`src/rtl/id_ex_stage_reg.sv`:
```
// ID/EX pipeline register with load-use hazard detection and flush.
// Optional macro ID_EX_BUBBLE_CNT_EN builds the bubble counter.
module id_ex_stage_reg #(
  parameter int DW = 32,
  parameter int RW = 5
) (
  input  logic          clk,
  input  logic          rst,
  input  logic          hold,
  input  logic          flush,
  input  logic          id_RegWr,
  input  logic          id_RegDst,
  input  logic          id_ExtOp,
  input  logic          id_AluSrc,
  input  logic          id_MemWr,
  input  logic          id_MemtoReg,
  input  logic          id_Branch,
  input  logic [2:0]    id_ALUop,
  input  logic [DW-1:0] id_pc4,
  input  logic [DW-1:0] id_busA,
  input  logic [DW-1:0] id_busB,
  input  logic [15:0]   id_imm16,
  input  logic [5:0]    id_funct,
  input  logic [RW-1:0] id_rs,
  input  logic [RW-1:0] id_rt,
  input  logic [RW-1:0] id_rd,
  output logic          hazard_stall,
  output logic          ex_RegWr,
  output logic          ex_ExtOp,
  output logic          ex_AluSrc,
  output logic          ex_MemWr,
  output logic          ex_MemtoReg,
  output logic          ex_Branch,
  output logic [2:0]    ex_ALUop,
  output logic [DW-1:0] ex_pc4,
  output logic [DW-1:0] ex_busA,
  output logic [DW-1:0] ex_busB,
  output logic [DW-1:0] ex_imm32,
  output logic [5:0]    ex_funct,
  output logic [RW-1:0] ex_rs,
  output logic [RW-1:0] ex_rt,
  output logic [RW-1:0] ex_wreg,
  output logic          ex_valid,
  output logic [15:0]   bubble_cnt
);

  typedef struct packed {
    logic          valid;
    logic          reg_wr;
    logic          ext_op;
    logic          alu_src;
    logic          mem_wr;
    logic          memto_reg;
    logic          branch;
    logic [2:0]    alu_op;
    logic [DW-1:0] pc4;
    logic [DW-1:0] bus_a;
    logic [DW-1:0] bus_b;
    logic [DW-1:0] imm32;
    logic [5:0]    funct;
    logic [RW-1:0] rs;
    logic [RW-1:0] rt;
    logic [RW-1:0] wreg;
  } ex_t;

  ex_t  ex_q, ex_d, cap;
  logic id_uses_rt;
  logic hazard;

  // load-use detect against the load currently in EX
  always_comb begin
    id_uses_rt = id_RegDst | id_MemWr | id_Branch;
    hazard = ex_q.valid & ex_q.memto_reg & ex_q.reg_wr
           & (ex_q.rt != '0)
           & ((ex_q.rt == id_rs)
             | ((ex_q.rt == id_rt) & id_uses_rt));
    hazard_stall = hazard & ~flush & ~hold;
  end

  // decoded ID instruction as it would appear in EX
  always_comb begin
    cap = '0;
    cap.valid = 1'b1;
    cap.reg_wr = id_RegWr;
    cap.ext_op = id_ExtOp;
    cap.alu_src = id_AluSrc;
    cap.mem_wr = id_MemWr;
    cap.memto_reg = id_MemtoReg;
    cap.branch = id_Branch;
    cap.alu_op = id_ALUop;
    cap.pc4 = id_pc4;
    cap.bus_a = id_busA;
    cap.bus_b = id_busB;
    cap.imm32 = {{(DW-16){id_ExtOp & id_imm16[15]}}, id_imm16};
    cap.funct = id_funct;
    cap.rs = id_rs;
    cap.rt = id_rt;
    cap.wreg = id_RegDst ? id_rd : id_rt;
  end

  // next EX contents: reset > hold > bubble > capture
  always_comb begin
    ex_d = ex_q;
    if (rst) begin
      ex_d = '0;
    end else if (hold) begin
      ex_d = ex_q;
    end else if (flush | hazard) begin
      ex_d = '0;
    end else begin
      ex_d = cap;
    end
  end

  // EX stage register
  always_ff @(posedge clk) begin
    ex_q <= ex_d;
  end

`ifdef ID_EX_BUBBLE_CNT_EN
  logic [15:0] bubble_cnt_q, bubble_cnt_d;

  // saturating count of flush/hazard bubbles
  always_comb begin
    bubble_cnt_d = bubble_cnt_q;
    if (rst) begin
      bubble_cnt_d = '0;
    end else if (!hold && (flush || hazard)
                 && bubble_cnt_q != 16'hFFFF) begin
      bubble_cnt_d = bubble_cnt_q + 16'd1;
    end
  end

  // bubble counter register
  always_ff @(posedge clk) begin
    bubble_cnt_q <= bubble_cnt_d;
  end

  assign bubble_cnt = bubble_cnt_q;
`else
  assign bubble_cnt = '0;
`endif

  assign ex_valid    = ex_q.valid;
  assign ex_RegWr    = ex_q.reg_wr;
  assign ex_ExtOp    = ex_q.ext_op;
  assign ex_AluSrc   = ex_q.alu_src;
  assign ex_MemWr    = ex_q.mem_wr;
  assign ex_MemtoReg = ex_q.memto_reg;
  assign ex_Branch   = ex_q.branch;
  assign ex_ALUop    = ex_q.alu_op;
  assign ex_pc4      = ex_q.pc4;
  assign ex_busA     = ex_q.bus_a;
  assign ex_busB     = ex_q.bus_b;
  assign ex_imm32    = ex_q.imm32;
  assign ex_funct    = ex_q.funct;
  assign ex_rs       = ex_q.rs;
  assign ex_rt       = ex_q.rt;
  assign ex_wreg     = ex_q.wreg;

endmodule

```
`config.mk`:
```
export PLATFORM = sky130hd
export DESIGN_NAME = id_ex_stage_reg
export DESIGN_NICKNAME = d
export VERILOG_FILES = /design/src/rtl/id_ex_stage_reg.sv
export SDC_FILE = /design/constraint.sdc
export NUM_CORES = 1
export LEC_CHECK = 0
export ABC_AREA = 1
export CAP_MARGIN = 15
export CORE_UTILIZATION = 36
export CTS_CLUSTER_DIAMETER = 80
export DETAILED_ROUTE_END_ITERATION = 10
export HOLD_SLACK_MARGIN = 0.08
export MAX_ROUTING_LAYER = met4
export PLACE_DENSITY = 0.84
export SYNTH_ARGS = -nofsm -noshare
export SYNTH_HDL_FRONTEND = slang
export SYNTH_SLANG_ARGS = --single-unit
```
`constraint.sdc`:
```
create_clock -name clk -period 1.3 [get_ports clk]
set_input_delay 0.195 -clock clk [delete_from_list [all_inputs] [get_ports clk]]
set_output_delay 0.195 -clock clk [all_outputs]
set_load 0.02 [all_outputs]
```
# == Yosys cells after proc, flatten, opt, wreduce, memory -nomap -nowiden ==
# Cells that the tools add are included.
# op_classes
add_sub_neg,0
mul,0
div,0
magnitude_cmp,0
n_eq_ne,2
shift,0
mux,2
n_bitwise,14
reduce_logical,1
# op_table
operator,n
$mux W159,1
$eq A5 B5 Y1,2
$and A1 B1 Y1,8
$mux W5,1
$reduce_bool A5 Y1,1
$or A1 B1 Y1,4
$not A1 Y1,2
# totals
register_bits,159
latch_bits,0
mem_bits_rw,0
mem_bits_ro,0
input_bits,147
out_inout_bits,176
wordCells,35
mem_count,0

# == Logic depth before layout (Yosys ltp) ==
# logic_depth
depth_word,7
mapped_depth,11
depth_no_buf,9

# == Worst setup path before layout ==
# No wires, ideal clock.
# synth_path
kind,reg2out
startpoint,register ex_q (netlist bit ex_rt[0])
endpoint,output hazard_stall
t_arrival_ps,1633
required_ps,1105
slack_ps,-528
path_stages_with_launch,10
n_path_buf,1
path_cell_list,dfxtp_1 > inv_1 > nand2_1 > nand2_1 > nor2_1 > nand3_1 > nand2_1 > nand2_4 > buf_2 > nor3_1
# synth_between
elab_chain_len,6
elab_cells_between_ends,9
classes_between,eq/ne (2); bitwise (6); reduce/logical (1)
# synth_lines
item,line,source
"start, declared",66,"ex_t ex_q, ex_d, cap;"
"start signal, assigned",117,ex_q <= ex_d;
$eq A5 B5 Y1,76,| ((ex_q.rt == id_rt) & id_uses_rt));
$and A1 B1 Y1,76,
$or A1 B1 Y1,76,
$and A1 B1 Y1 (*),75,& ((ex_q.rt == id_rs)
$and A1 B1 Y1 (*) (2 in series),77,hazard_stall = hazard & ~flush & ~hold;
"end, declared",27,"output logic hazard_stall,"
# Mark *: on every way between the ends. The rest lies on a longest branch, timed or not.

# == Final worst setup path ==
# layout_path
startpoint,register ex_q (netlist bit ex_rt[1])
endpoint,output hazard_stall
# Same word-level chain as after synthesis.

==> results.json <==
{
  "status": "finished with violations",
  "violations": "setup timing",
  "synthCells": 741,
  "clock_path_buffers": 2,
  "finClkSkew_ps": 16.45,
  "start_util_pct": 37.37,
  "core_sq_um": 16060,
  "place.gp.congestion": 0.8103,
  "leakagePower_nw": 4.287,
  "finalSetupViolations": 146,
  "cts_tree": "built",
  "cp.arrival_ps": 1790,
  "syn_area_per_cell_sq_um": 8.098,
  "critPathKind": "reg2out",
  "wl_met2_mm": 13.19,
  "synthDominantCellAreaShare_pct": 48.04,
  "cts.sinks": 144,
  "grt_overflow_total": 0,
  "nets": 1203,
  "clock_latency_ps": 420,
  "numPortBuffers": 306,
  "timing.final.crit_share_pct": 152.4,
  "dr_total_vias": 6682,
  "p_int_w": 0.008612,
  "pre_cts_slack_ps": -1057,
  "grt_pass1_wl_mm": 33.62,
  "wirelength_met1_mm": 10.06,
  "fmax_mhz": 504.9,
  "ant_nets": 0,
  "ioPinCount": 323,
  "powerDensity_nw_per_um2": 1028,
  "wl_per_cell_um": 20.11,
  "cap_violations": 0,
  "routed_via_density": 5.200,
  "cts.hold.buffers_added": 0,
  "ys_async_sr_fraction_pct": 0,
  "synthMostInstantiatedCell": "nand2_1",
  "path_clk_slew_ps": 70,
  "cts_inserted_buffers": 17,
  "highest_layer": "met4",
  "synth.cell_area_sq_um": 6001,
  "grt_start_max_net_pins": 72,
  "seqPwrFrac_pct": 39.4,
  "clock_power_share_pct": 43.5,
  "diodes": 0,
  "synth_seq_area_share_pct": 48.04,
  "drc_errors": 0,
  "final_core_util_pct": 71.94,
  "die_w_um": 131.1,
  "stdcell_area_sq_um": 11550,
  "hold_viol_final": 0,
  "maxSlewHeadroom_pct": 65.63,
  "first_pass_iters": 5,
  "antenna_found_initial": 0,
  "root_buffer": "clkbuf_16",
  "wl_met3_mm": 1.492,
  "critPathCaptureType": "output port",
  "tns_ps": -77260,
  "drive_gt1_share_pct": 43.87,
  "ys_ff_latch": 144,
  "switchingPower_w": 0.003259,
  "slew_violations": 0,
  "rows": 46,
  "place_hpwl_mm": 13.27,
  "setup_ws_ps": -680.7,
  "grt_pass1_vias": 6281,
  "comb_power_share_pct": 17.0,
  "drt_iter0_drc": 368,
  "fillers": 1054,
  "reg2reg_slack_ps": -680,
  "yosysWarnings": 0,
  "ys.flop_type": "dfxtp_1",
  "vdd_drop_max_uv": 903.7,
  "netlist_top_cells_count": "nand2_1, a21oi_1, dfxtp_1",
  "sw_frac_of_total_pct": 27.45,
  "track_usage_pct": 25.61,
  "fin_crit_ps": 1981,
  "hp-class": "in2reg",
  "rsz0062_at_grt": "yes",
  "worstPathRequired_ps": 1110,
  "synth-edff-count": 0,
  "h-tree-depth": 4,
  "worstPathMaxFanout": 4,
  "ys_types": 19,
  "power_w": 0.01187,
  "die_h_um": 131.1,
  "startpoint_type": "flip-flop",
  "synth_top_area_cell": "dfxtp_1",
  "placed_area_sq_um": 9273,
  "synth.top_cells.by_area": "dfxtp_1, a21oi_1, nand2_1, nand3_2, nand3_1",
  "worst_slew_pin_slew_ps": 515.6,
  "drt-total-wl_mm": 25.85,
  "fp.dieArea_sq_um": 17190,
  "area_delta_synth_final_pct": 92.51
}
## final timing paths
path | from | end | cells past startpoint
worst max-delay path | ex_rt[1] | hazard_stall | 9
worst min-delay path | rst | ex_imm32[13] | 2
worst max register to register | ex_rt[1] | ex_funct[2] | 13
worst min register to register | ex_busA[14] | ex_busA[14] | 2
## metal layers
layer,vias to the layer above,GRT usage (%)
li1,3076,-
met5,-,-
met4,0,8.954
met3,63,5.324
met2,327,43.17
met1,3216,30.11
## placed cells by master, fill, tap and decap left out, types with 6 or more instances in the layout
master           instances
dfxtp_1                138
clkdlybuf4s50_1        144
buf_2                    7
buf_12                  23
a21oi_1                 31
nand2_2                  6
clkbuf_2                51
nand2_1                171
buf_16                  11
clkdlybuf4s15_1         73
nand3_2                 96
inv_1                   10
conb_1                  16
buf_4                   38
clkdlybuf4s15_2          7
clkbuf_16               21
nand3_4                 45
a21oi_2                113
buf_6                   13
## layout make-up
type	instances	area (sq um)	area share (%)
sequential	144	2903	25.13
clock inverter	14	177.7	1.538
tap	216	270.3	2.339
timing repair buffer	375	3877	33.56
clock buffer	18	439.2	3.802
inverter	16	67.56	0.5849
multi-input combinational	502	3817	33.04
## flip-flops by register name, indices dropped and copies added (netlist names)
name and cells:
ex_MemtoReg 1, ex_ExtOp 1, ex_ALUop 3, ex_MemWr 1, ex_busA 32, ex_pc4 32
ex_busB 32, ex_AluSrc 1, ex_RegWr 1, ex_rt 5, ex_rs 5, ex_wreg 5
ex_Branch 1, ex_valid 1, ex_imm32 17, ex_funct 6
## critical path, stage by stage (launching register included)
cell and delay, ps:
dfxtp_4 370, inv_4 50, nand2_1 70, nand2_1 100, nor2_1 140, nand3_1 140, nand2_4 120, nand2_8 60
nor3_4 170, buf_6 140
## logic make-up (layout without fill, tap and decap cells)
logic type | after synthesis | after routing | share of synthesized area, %
other | 1 | 16 | 0.06249
and+or+nand+nor | 336 | 336 | 28.50
DFF | 144 | 144 | 48.04
xor gates and xnor gates | 1 | 1 | 0.1460
buffers and inverters | 110 | 423 | 10.82
AOI/OAI and AO/OA | 149 | 149 | 12.43
## power by group through the flow
stage	clock [W]	combinational [W]	sequential, W
after CTS	0.00519	0.00171	0.00467
final	0.00517	0.00202	0.00468
after global placement	0	0.00177	0.00476
after global routing	0.00545	0.00212	0.00470
after floorplan	0	0.000575	0.00497
after detailed placement	0	0.00179	0.00476
## what timing repair did
action	CTS	global route
cloned	15	4
buffers inserted	9	12
resized for setup	343	427
endpoints found under the setup margin	304	276
pin swaps	4	64
## per-stage QoR
| stage | hold WS, ps | instances |
|---|---|---|
| 6_report | 178.2 | 1285 |
| 5_1_grt | 174.5 | 1285 |
| 4_1_cts | 149.4 | 1276 |
| 3_5_place_dp | 454.3 | 1220 |
| 3_3_place_gp | 450.4 | 1220 |
| 2_1_floorplan | 338.0 | 756 |
(Power assumes the default switching activity.)
